===== config.mk =====
export PLATFORM = sky130hd
export DESIGN_NAME = demux_8x_deser
export DESIGN_NICKNAME = d
export VERILOG_FILES = /design/src/rtl/demux_8x_deser.sv
export SDC_FILE = /design/constraint.sdc
export NUM_CORES = 1
export LEC_CHECK = 0
export ABC_AREA = 0
export CAP_MARGIN = 20
export CORE_MARGIN = 2
export CORE_UTILIZATION = 40
export DETAILED_ROUTE_END_ITERATION = 12
export PLACE_DENSITY = 0.68
export SYNTH_ARGS = -nofsm -noshare
export SYNTH_HDL_FRONTEND = slang
export SYNTH_SLANG_ARGS = --single-unit

===== constraint.sdc =====
create_clock -name clk -period 2.4 [get_ports clk]
set_input_delay 0.72 -clock clk [delete_from_list [all_inputs] [get_ports clk]]
set_output_delay 0.72 -clock clk [all_outputs]
set_load 0.005 [all_outputs]

===== src/rtl/demux_8x_deser.sv =====
// demux_8x_deser: 1-to-N deserializer that steers samples into slots of a
// parallel frame, with early termination (in_last) and zero fill.
module demux_8x_deser #(
  parameter int DATA_W = 12,
  parameter int N      = 8,
  parameter int CNT_W  = $clog2(N) + 1
) (
  input  logic                clk,
  input  logic                rst,
  input  logic                in_valid,
  input  logic [DATA_W-1:0]   in_data,
  input  logic                in_last,
  output logic                in_ready,
  output logic                out_valid,
  output logic [N*DATA_W-1:0] out_data,
  output logic [CNT_W-1:0]    out_count,
  input  logic                out_ready
);

  localparam int IDX_W = $clog2(N);
  localparam logic [0:0] S_FILL = 1'b0;
  localparam logic [0:0] S_HOLD = 1'b1;
  localparam logic [N-1:0] ONE = N'(1);

  logic [0:0]       state;
  logic [IDX_W-1:0] idx;
  logic             in_xfer;
  logic             done;
  logic [N-1:0]     wr_sel;
  logic [N-1:0]     clr_sel;

  assign out_valid = (state == S_HOLD);
  assign in_ready  = !rst && ((state == S_FILL) || out_ready);
  assign in_xfer   = in_valid && in_ready;

  // idx is always 0 in HOLD, so a restart sample lands in slot 0
  always_comb begin
    wr_sel  = '0;
    clr_sel = '0;
    done    = 1'b0;
    if (in_xfer) begin
      wr_sel = ONE << idx;
      done   = in_last || (idx == IDX_W'(N - 1));
      if (done)
        clr_sel = ~((wr_sel << 1) - ONE);
    end
  end

  always_ff @(posedge clk) begin
    if (rst) begin
      state     <= S_FILL;
      idx       <= '0;
      out_data  <= '0;
      out_count <= '0;
    end else begin
      for (int k = 0; k < N; k++) begin
        if (wr_sel[k])
          out_data[k*DATA_W +: DATA_W] <= in_data;
        else if (clr_sel[k])
          out_data[k*DATA_W +: DATA_W] <= '0;
      end
      if (in_xfer) begin
        if (done) begin
          state     <= S_HOLD;
          idx       <= '0;
          out_count <= CNT_W'(idx) + CNT_W'(1);
        end else begin
          state <= S_FILL;
          idx   <= idx + 1'b1;
        end
      end else if (out_valid && out_ready) begin
        state <= S_FILL;
      end
    end
  end

endmodule


# [Word-level counts from Yosys, hierarchy flattened]
# Index checks and enable logic that the tools add are counted.
[totals] register_bits=104 out_inout_bits=102 elab_cells=58 in_bits=17
[op_classes] bitwise_logic=2 shifts=1 n_addsub=3 mux=24 n_eq_ne=1 reduce_logical=16
[ops] cell="2-to-1 mux 12 bit" count=16
[ops] cell="2-to-1 mux 8 bit" count=3
[ops] cell="nonzero test 2 bit" count=9
[ops] cell="NOT 8 bit" count=1
[ops] cell="<< shifter 1 x 3 -> 8 bit, first input constant" count=1
[ops] cell="subtractor 8 x 1 -> 8 bit, second input constant" count=1
[ops] cell="adder 3 x 1 -> 4 bit, second input constant" count=1
[ops] cell="2-to-1 mux 1 bit" count=4
[ops] cell="adder 3 x 1 -> 3 bit, second input constant" count=1
[ops] cell="== test 3 bit, second input constant" count=1
[ops] cell="logical AND 1 bit" count=3
[ops] cell="2-to-1 mux 3 bit" count=1
[ops] cell="logical OR 1 bit" count=2
[ops] cell="AND reduction 2 bit" count=1
[ops] cell="zero test 1 bit" count=1
[ops] cell="NOT 1 bit" count=1

# [Logic depth before layout (Yosys ltp)]
# Gate-level depths: netlist (run 1).
[logic_depth] depth_word=7 mapped_depth=9 depth_no_buf=8

# [Worst setup path before layout (run 1)]
# Ideal clock, no wire load.
[synth_path] path_kind="input -> output" startpoint="input port rst" endpoint="output port in_ready" required_ps=1680 path_stages=4 setup_slack_ps=90 n_path_buf=3 arrival_time_ps=1590 cell_sequence="clkbuf_1 clkbuf_1 buf_1 nor2_1"
[synth_between] elab_chain_len=2
[synth_lines] item="start: declaration" line="9" source="input logic rst,"
[synth_lines] item="zero test 1 bit" line="33" source="assign in_ready = !rst && ((state == S_FILL) || out_ready);"
[synth_lines] item="logical AND 1 bit" line="33"
[synth_lines] item="end: declaration" line="13" source="output logic in_ready,"
# Every way passes these cells.

# [Final worst setup path (run 1)]
[layout_path] startpoint="input port out_ready" endpoint="output port in_ready"
[layout_between] elab_chain_len=2
[layout_lines] item="start: declaration" line="17" source="input logic out_ready"
[layout_lines] item="logical OR 1 bit" line="33"
[layout_lines] item="logical AND 1 bit" line="33"
# Every way passes these cells.

==> results of run 1 <==
==> cell type report <==
| cell class | count | area [µm²] |
|---|---|---|
| clock buffers | 10 | 128 |
| clock inverters | 6 | 43.8 |
| fillers | 900 | 4050 |
| inverters | 15 | 56.3 |
| multi-input cells | 257 | 1780 |
| flip-flops and latches | 104 | 2080 |
| well taps | 133 | 166 |
| repair buffers | 145 | 1470 |
==> stage by stage <==
stage	util [%]	worst slack (ps)	cell area, µm²	total power, µW	hold slack [ps]
floorplan	-	90.4	4030	1940	448
global placement	56.4	-224	5510	2090	448
detailed placement	56.4	-237	5510	2090	450
CTS	58.3	32.3	5700	3060	468
global route	58.6	7.04	5730	3160	483
finish	58.6	86.3	5730	3050	464
==> how the worst max path moves through the flow <==
stage	start	endpoint	slack (ps)	depth (start not counted)
4_1_cts	out_ready	in_ready	30	4
6_report	out_ready	in_ready	90	4
2_1_floorplan	rst	in_ready	90	4
5_1_grt	idx[1]$_SDFFE_PP0P_	out_data[62]$_SDFFE_PP0P_	7	9
3_3_place_gp	out_ready	in_ready	-220	4
3_5_place_dp	out_ready	in_ready	-240	4
==> state kept, by name (all words and copies together), names as in the netlist <==
register / cells
out_count: 4
out_data: 96
out_valid: 1
idx: 3
==> cell usage after synthesis (2+ instances only) <==
cell | instances | area share, %
nor3_1 | 2 | 0.25
a22o_1 | 24 | 5.2
nand2_1 | 34 | 3.2
nor2b_1 | 2 | 0.31
or3_1 | 6 | 0.93
o2bb2ai_1 | 12 | 2.6
o32ai_1 | 12 | 2.6
buf_4 | 2 | 0.37
nand4_1 | 2 | 0.31
ha_1 | 7 | 2.2
clkbuf_1 | 16 | 1.5
mux2i_1 | 13 | 3.2
dfxtp_1 | 104 | 52
inv_1 | 15 | 1.4
buf_1 | 2 | 0.19
and3_1 | 3 | 0.47
nor2_1 | 17 | 1.6
buf_6 | 2 | 0.56
a21oi_1 | 30 | 3.7
buf_2 | 10 | 1.2
nor3_2 | 2 | 0.50
o21ai_0 | 2 | 0.25
xnor2_1 | 2 | 0.43
nand3b_1 | 12 | 2.2
o211ai_1 | 12 | 2.2
o22ai_1 | 12 | 1.9
o31ai_1 | 2 | 0.37
nand2b_1 | 17 | 2.6
nand3_1 | 16 | 2.0
==> worst min-delay path, delay by kind of cell, from the launching register on <==
| family | cells | cell delay (ps) |
|---|---|---|
| AO/OA/AOI/OAI | 1 | 50 |
| flip-flops | 1 | 330 |
| AND/OR/NAND/NOR | 1 | 50 |
==> routing by layer <==
layer	GRT usage, %	vias to the layer above	wire length [µm]
met4	5.12	0	142
met3	4.82	14	606
met5	0	-	0
met1	28.0	1642	5450
li1	-	1725	-
met2	34.5	107	5440
==> logic make-up after synthesis <==
family / after synthesis / share of synthesized area, %
AO/OA/AOI/OAI: 114 / 20.8
XOR/XNOR: 2 / 0.434
buffers and inverters: 47 / 5.24
multiplexers: 14 / 3.51
AND/OR/NAND/NOR: 120 / 16.2
adder cells (fa/ha/maj): 7 / 2.17
flip-flops: 104 / 51.6
==> power by group through the flow <==
| stage | combinational, µW | clock [µW] | sequential (µW) |
|---|---|---|---|
| 2_1_floorplan | 148 | 0 | 1800 |
| 3_3_place_gp | 293 | 0 | 1790 |
| 3_5_place_dp | 297 | 0 | 1800 |
| 4_1_cts | 302 | 1010 | 1760 |
| 5_1_grt | 327 | 1080 | 1760 |
| 6_report | 305 | 994 | 1760 |
==> repair_timing <==
item	4_1_cts	5_1_grt
hold buffers	0	0
setup endpoints to repair	25	37
cloned	0	0
gates resized for setup	5	5
==> results.py, run 1 <==
metrics = {
    "timing": {
        "fmaxAchievable_ghz": 0.432,
        "slew_viol_final": 0,
        "setup_viol": 0,
        "finalCriticalPeriod_ps": 2310,
        "slew_headroom_pct": 59.8,
        "final.period_utilization_pct": 96.4,
        "rsz0062_at_grt": "no",
        "hold_viol": 0,
        "tightest_slew_ps": 600,
        "clock_skew_ps": 14.5,
        "tns_ps": 0,
    },
    "clock_network": {
        "numCtsBuffers": 9,
        "cts.htree.levels": 3,
        "cts.sinks": 104,
        "insertion_delay_ps": 360,
        "postCtsSetupRepairBufs": 0,
        "clock_tree.buffer_depth": 2,
        "clk_pin_slew_ps": 110,
        "root_buffer": "clkbuf_8",
        "tritoncts": "done",
    },
    "floorplan": {
        "rows": 36,
        "die_y_um": 104,
        "die-area_um2": 10900,
        "initial_core_util_pct": 41.3,
        "core_um2": 9770,
        "die_w_um": 104,
        "num_io_pins": 119,
    },
    "synth": {
        "synthFlopType": "dfxtp_1",
        "ys_seq_area_share_pct": 51.6,
        "synth_cell_types": 45,
        "syn_area_um2": 4030,
        "synth_cells": 408,
        "synth_nets": 432,
        "synth_edf_count": 0,
        "syn_area_per_cell_um2": 9.88,
        "ys_warn_count": 0,
        "async_flop_share_pct": 0,
        "synth.ff_latch_count": 104,
    },
    "worst_setup_path": {
        "cp_slowest_stage_delay_ps": 510,
        "rr_startpoint": "idx[1]$_SDFFE_PP0P_",
        "cp_max_fo": 2,
        "crit_path_end_kind": "output pin",
        "critPathBufInv": 2,
        "reg2reg_slack_ps": 110,
        "crit_slowest_cell": "clkdlybuf4s50_1",
        "reg2reg_to": "out_data[70]$_SDFFE_PP0P_",
        "critPathTopFamily": "buffers and inverters",
        "r2r_cells": 9,
        "arrival_ps": 1590,
        "worstSetupPathType": "in -> out",
        "worstPathCellList": "clkdlybuf4s15_1 -> nor2b_4 -> nor2_1 -> clkdlybuf4s50_1",
        "start_kind": "primary input",
        "crit_required_ps": 1680,
    },
    "cells_and_area": {
        "syn2layout_area_growth_pct": 42.0,
        "drive_above_1_share_pct": 11.0,
        "layout_common_cells": "116 x clkdlybuf4s50_1, 103 x dfxtp_1, 34 x nand2_1, 30 x a21oi_1, 24 x a22o_1",
        "n_antenna_cell": 0,
        "nets": 556,
        "final_common_cell": "clkdlybuf4s50_1",
        "stdcell_count": 670,
    },
    "job": {
        "drv_cap": 0,
    },
    "power_and_ir_drop": {
        "p_comb_share_pct": 10.0,
        "p_switching_uw": 790,
        "vdd_drop_max_mv": 0.280,
        "intPower_uw": 2260,
        "p_leak_uw": 0.00199,
        "p_per_area_nw_per_um2": 534,
        "swShare_pct": 25.9,
        "pwr-share-seq_pct": 57.5,
        "p_clk_share_pct": 32.5,
    },
    "grt": {
        "grt_overflow": 0,
        "grt_max_degree": 45,
        "grt_pass1_vias": 3424,
        "antenna_found_initial": 0,
        "grtUsageTotal_pct": 21.0,
        "grt_pass1_wl_mm": 18.1,
    },
    "min_path": {
        "min_path_cells": 2,
        "min-delay-path-class": "reg -> reg",
        "hold_start": "out_count[3]$_SDFFE_PP0P_",
        "min_delay_worst_endpoint": "out_count[3]$_SDFFE_PP0P_",
    },
    "route": {
        "wl_mm": 11.6,
        "drt_iter0_markers": 142,
        "firstDrtPassIters": 5,
        "vias": 3488,
        "wl_per_cell_um": 17.4,
        "ant_nets": 0,
        "vias_per_cell": 5.21,
        "drc_errors": 0,
    },
    "placed_design": {
        "routabilityCongestion": 0.871,
        "dp_cells": 654,
        "hpwl_mm": 8.18,
        "port_buffers": 118,
    },
    "run_status": {
        "run_status": "finished clean",
    },
}
(Power assumes the default switching activity.)
==> inputs of run 2 (changes only) <==
--- a/config.mk
+++ b/config.mk
@@ -7,8 +7,9 @@
 export LEC_CHECK = 0
 export ABC_AREA = 0
 export CAP_MARGIN = 20
-export CORE_MARGIN = 2
+export CORE_MARGIN = 1
 export CORE_UTILIZATION = 40
+export CTS_CLUSTER_SIZE = 12
 export DETAILED_ROUTE_END_ITERATION = 12
 export PLACE_DENSITY = 0.68
 export SYNTH_ARGS = -nofsm -noshare
==> run 2 against run 1 <==
  * Final area is 0.76% higher
  * Count of clock-buffer cells in the layout stayed put
  * First-iteration DRC count is 13% lower
  * Clock skew is 3.4 ps higher
  * Non-clock buffer count is 4 higher
  * Register-to-register slack better by 50 ps
  * Global-route usage is 1.5 points higher
  * Clock power is 17% higher
  * Core utilization is 0.45 points higher
  * Worst hold slack worse by 1.8 ps
  * Largest power group unchanged
==> results.py, run 2 (same netlist as run 1, synthesis figures left out) <==
metrics = {
    "cells_and_area": {
        "fin_util_pct": 59.0,
        "nets": 560,
        "n_antenna_cell": 0,
        "largest_reg_flops": 96,
        "drive_above_1_share_pct": 11.1,
        "reg_top3": "out_data (96), out_count (4), idx (3)",
        "top_register": "out_data",
        "final_common_cell": "clkdlybuf4s50_1",
        "layout_common_cells": "116 x clkdlybuf4s50_1, 104 x dfxtp_1, 34 x nand2_1, 30 x a21oi_1, 25 x buf_4",
        "syn2layout_area_growth_pct": 43.1,
    },
    "grt": {
        "grt_overflow": 0,
        "grt_max_degree": 45,
        "grt_pass1_wl_mm": 17.7,
        "grtUsageTotal_pct": 22.5,
        "antenna_found_initial": 0,
        "grt_pass1_vias": 3368,
    },
    "worst_setup_path": {
        "worstPathCellList": "dlygate4sd2_1 -> nor2b_4 -> nor2_1 -> clkdlybuf4s50_1",
        "crit_path_end_kind": "output pin",
        "start_kind": "primary input",
        "worstSetupPathType": "in -> out",
        "cp_max_fo": 2,
        "cp_slowest_stage_delay_ps": 500,
        "crit_required_ps": 1680,
        "arrival_ps": 1620,
        "crit_slowest_cell": "clkdlybuf4s50_1",
    },
    "clock_network": {
        "postCtsSetupRepairBufs": 0,
        "numCtsBuffers": 9,
        "tritoncts": "done",
        "insertion_delay_ps": 370,
        "clock_tree.buffer_depth": 2,
        "cts.sinks": 104,
        "cts.htree.levels": 3,
        "clk_pin_slew_ps": 110,
        "root_buffer": "clkbuf_8",
    },
    "placed_design": {
        "hpwl_mm": 8.22,
        "routabilityCongestion": 0.900,
        "pre_cts_slack_ps": -226,
        "port_buffers": 118,
    },
    "route": {
        "wl_mm": 11.6,
        "vias_per_cell": 5.31,
        "vias": 3580,
        "drc_errors": 0,
        "firstDrtPassIters": 4,
        "drt_iter0_markers": 124,
        "wl_per_cell_um": 17.1,
        "ant_nets": 0,
    },
    "timing": {
        "slew_headroom_pct": 59.7,
        "finalCriticalPeriod_ps": 2340,
        "hold_viol": 0,
        "timing.final.ws_setup_ps": 55.1,
        "clock_skew_ps": 17.9,
        "final.period_utilization_pct": 97.7,
        "tightest_slew_ps": 602,
        "rsz0062_at_grt": "no",
        "fin_hold_ws_ps": 462,
        "fmaxAchievable_ghz": 0.426,
        "setup_viol": 0,
        "tns_ps": 0,
        "slew_viol_final": 0,
    },
    "power_and_ir_drop": {
        "p_per_area_nw_per_um2": 558,
        "p_leak_uw": 0.00202,
        "power_uw": 3220,
        "vdd_drop_max_mv": 0.285,
    },
    "floorplan": {
        "core_um2": 9770,
        "die_w_um": 102,
        "initial_core_util_pct": 41.3,
        "die-area_um2": 10500,
        "die_y_um": 102,
        "num_io_pins": 119,
        "rows": 36,
    },
    "run_status": {
        "run_status": "finished clean",
    },
    "min_path": {
        "min-delay-path-class": "reg -> reg",
    },
    "job": {
        "drv_cap": 0,
    },
}
run 2: what timing repair did:
item                                    4_1_cts  5_1_grt
endpoints found under the setup margin        2       36
resized for setup                             2        4
pin swaps                                     0        0
cloned                                        0        0
hold buffers                                  0        0
run 2: worst max-delay path: cells and delay by family:
family                 cells  cell delay [ps]
buffers and inverters      2              750
and+or+nand+nor            2              150
run 2: layout make-up:
class / instances / area [µm²]
repair buffers: 149 / 1480
clock inverters: 6 / 83.8
clock buffers: 10 / 128
multi-input cells: 257 / 1770
flip-flops and latches: 104 / 2080
inverters: 15 / 56.3
well taps: 133 / 166
fillers: 865 / 4010
run 2: path summary, 6_finish.rpt:
kind                                   from                   endpoint  slack [ps]  depth (start not counted)
setup / recovery                  out_ready                   in_ready          60                          4
setup reg to reg        idx[0]$_SDFFE_PP0P_  out_data[64]$_SDFFE_PP0P_         160                          9
hold / removal    out_count[3]$_SDFFE_PP0P_  out_count[3]$_SDFFE_PP0P_         460                          2
hold reg to reg   out_count[3]$_SDFFE_PP0P_  out_count[3]$_SDFFE_PP0P_         460                          2
run 2: layer usage:
metal	GRT usage, %	up-vias	routed length (µm)
met4	8.24	0	218
met5	0	-	0
li1	-	1732	-
met3	4.72	16	703
met2	35.3	132	5430
met1	30.4	1700	5210
run 2: metrics by stage:
stage          cells  instance area, µm²
2_1_floorplan    408                4030
3_3_place_gp     658                5530
3_5_place_dp     658                5530
4_1_cts          674                5750
5_1_grt          674                5770
6_report         674                5770
run 2: where the power goes:
group	switching (µW)	total [µW]	internal (µW)	leakage (µW)
clock	648	1160	509	0.000106
combinational	171	310	140	0.00108
sequential	11.0	1760	1740	0.000839
==> inputs of run 3 (changes only) <==
--- a/config.mk
+++ b/config.mk
@@ -7,6 +7,7 @@
 export LEC_CHECK = 0
 export ABC_AREA = 0
 export CAP_MARGIN = 20
+export CORE_ASPECT_RATIO = 0.7
 export CORE_MARGIN = 1
 export CORE_UTILIZATION = 40
 export CTS_CLUSTER_SIZE = 12
==> run 3 against run 2 <==
  * First-iteration DRC count up 110%
  * Via count up 0.67%
  * Core utilization up 0.49 points
==> results.py, run 3 (same netlist as run 1, synthesis figures left out) <==
metrics = {
    "power_and_ir_drop": {
        "p_leak_uw": 0.00204,
        "vdd_drop_max_mv": 0.339,
        "p_per_area_nw_per_um2": 592,
    },
    "route": {
        "vias_per_cell": 5.40,
        "firstDrtPassIters": 4,
        "drt_iter0_markers": 266,
        "ant_nets": 0,
        "wl_mm": 12.0,
        "vias": 3604,
        "drc_errors": 0,
        "wl_per_cell_um": 17.9,
    },
    "cells_and_area": {
        "largest_reg_flops": 96,
        "nets": 559,
        "syn2layout_area_growth_pct": 44.0,
        "drive_above_1_share_pct": 10.6,
        "fin_util_pct": 59.5,
        "reg_top3": "out_data (96), out_count (4), idx (3)",
        "fillers": 826,
        "top_register": "out_data",
        "n_antenna_cell": 0,
        "layout_common_cells": "116 x clkdlybuf4s50_1, 104 x dfxtp_1, 34 x nand2_1, 30 x a21oi_1",
        "final_common_cell": "clkdlybuf4s50_1",
        "stdcell_count": 667,
        "multiInputGateArea_um2": 1770,
        "seqCellArea_um2": 2080,
    },
    "timing": {
        "clock_skew_ps": 3.78,
        "slew_viol_final": 0,
        "setup_viol": 0,
        "rsz0062_at_grt": "no",
        "tightest_slew_ps": 572,
        "fmaxAchievable_ghz": 0.444,
        "hold_viol": 0,
        "slew_headroom_pct": 61.7,
        "finalCriticalPeriod_ps": 2250,
        "final.period_utilization_pct": 93.8,
    },
    "grt": {
        "antenna_found_initial": 0,
        "grtUsageTotal_pct": 23.5,
        "grt_pass1_wl_mm": 18.4,
        "grt_overflow": 0,
        "grt_max_degree": 44,
        "grt_pass1_vias": 3400,
    },
    "placed_design": {
        "dp_cells": 652,
        "hpwl_mm": 8.43,
        "routabilityCongestion": 0.942,
        "port_buffers": 118,
    },
    "clock_network": {
        "insertion_delay_ps": 340,
        "cts.sinks": 104,
        "tritoncts": "done",
        "postCtsSetupRepairBufs": 0,
        "numCtsBuffers": 9,
        "root_buffer": "clkbuf_16",
        "cts_hold_buffers": 0,
        "clk_pin_slew_ps": 60,
        "clock_tree.buffer_depth": 2,
        "cts.htree.levels": 3,
    },
    "floorplan": {
        "die-area_um2": 10500,
        "num_io_pins": 119,
        "die_w_um": 122,
        "die_y_um": 86.0,
        "core_um2": 9760,
        "initial_core_util_pct": 41.3,
        "rows": 30,
    },
    "worst_setup_path": {
        "worstPathCellList": "clkbuf_2 -> nor2b_4 -> nor2_1 -> clkdlybuf4s50_1",
        "crit_required_ps": 1680,
        "worstSetupPathType": "in -> out",
        "arrival_ps": 1530,
        "crit_slowest_cell": "clkdlybuf4s50_1",
        "start_kind": "primary input",
        "cp_slowest_stage_delay_ps": 520,
        "crit_path_end_kind": "output pin",
        "cp_max_fo": 2,
    },
    "min_path": {
        "min-delay-path-class": "reg -> reg",
    },
    "job": {
        "drv_cap": 0,
    },
    "run_status": {
        "run_status": "finished clean",
    },
}
==> run 3: critical path, delay by kind of cell <==
family / cells / cell delay (ps)
AND/OR/NAND/NOR: 2 / 160
buffers and inverters: 2 / 650
==> run 3: worst paths after layout <==
kind,start,to,slack [ps],depth (start not counted)
max,out_ready,in_ready,150,4
min,out_data[83]$_SDFFE_PP0P_,out_data[83]$_SDFFE_PP0P_,460,1
max reg2reg,idx[0]$_SDFFE_PP0P_,out_data[62]$_SDFFE_PP0P_,160,8
min reg2reg,out_data[83]$_SDFFE_PP0P_,out_data[83]$_SDFFE_PP0P_,460,1
==> run 3: what timing repair did <==
item	4_1_cts	5_1_grt
hold endpoints to repair	0	0
setup endpoints to repair	5	2
gates resized for setup	2	5
==> run 3: final cells by class <==
type / instances / area share (%)
clock inverter: 3 / 0.452
multi-input combinational: 257 / 30.4
clock buffer: 12 / 4.24
sequential: 104 / 35.8
tap: 128 / 2.76
inverter: 15 / 0.969
timing repair buffer: 148 / 25.3
==> run 3: routing by layer <==
layer  up-vias  GRT usage (%)  wire length, µm
li1       1728              -                -
met1      1704           33.2             5510
met2       162           34.2             5260
met3        10           6.12             1060
met4         0           8.64              133
met5         -              0                0
==> run 3: through the flow <==
stage               worst slack (ps)  hold WS, ps  power [µW]  cell area, µm²  TNS [ps]
finish                           148          464        3440            5810         0
global route                    30.9          483        3570            5810         0
CTS                             5.50          465        3460            5790         0
detailed placement              -265          447        2100            5510     -2350
global placement                -260          451        2100            5510     -1820
floorplan                       90.4          448        1940            4030         0
==> run 3: report_power, final <==
group / leakage, µW / switching [µW] / internal, µW / total (µW)
combinational: 0.00107 / 175 / 139 / 313
sequential: 0.000839 / 11.1 / 1740 / 1760
clock: 0.000134 / 634 / 737 / 1370
total: 0.00204 / 820 / 2620 / 3440
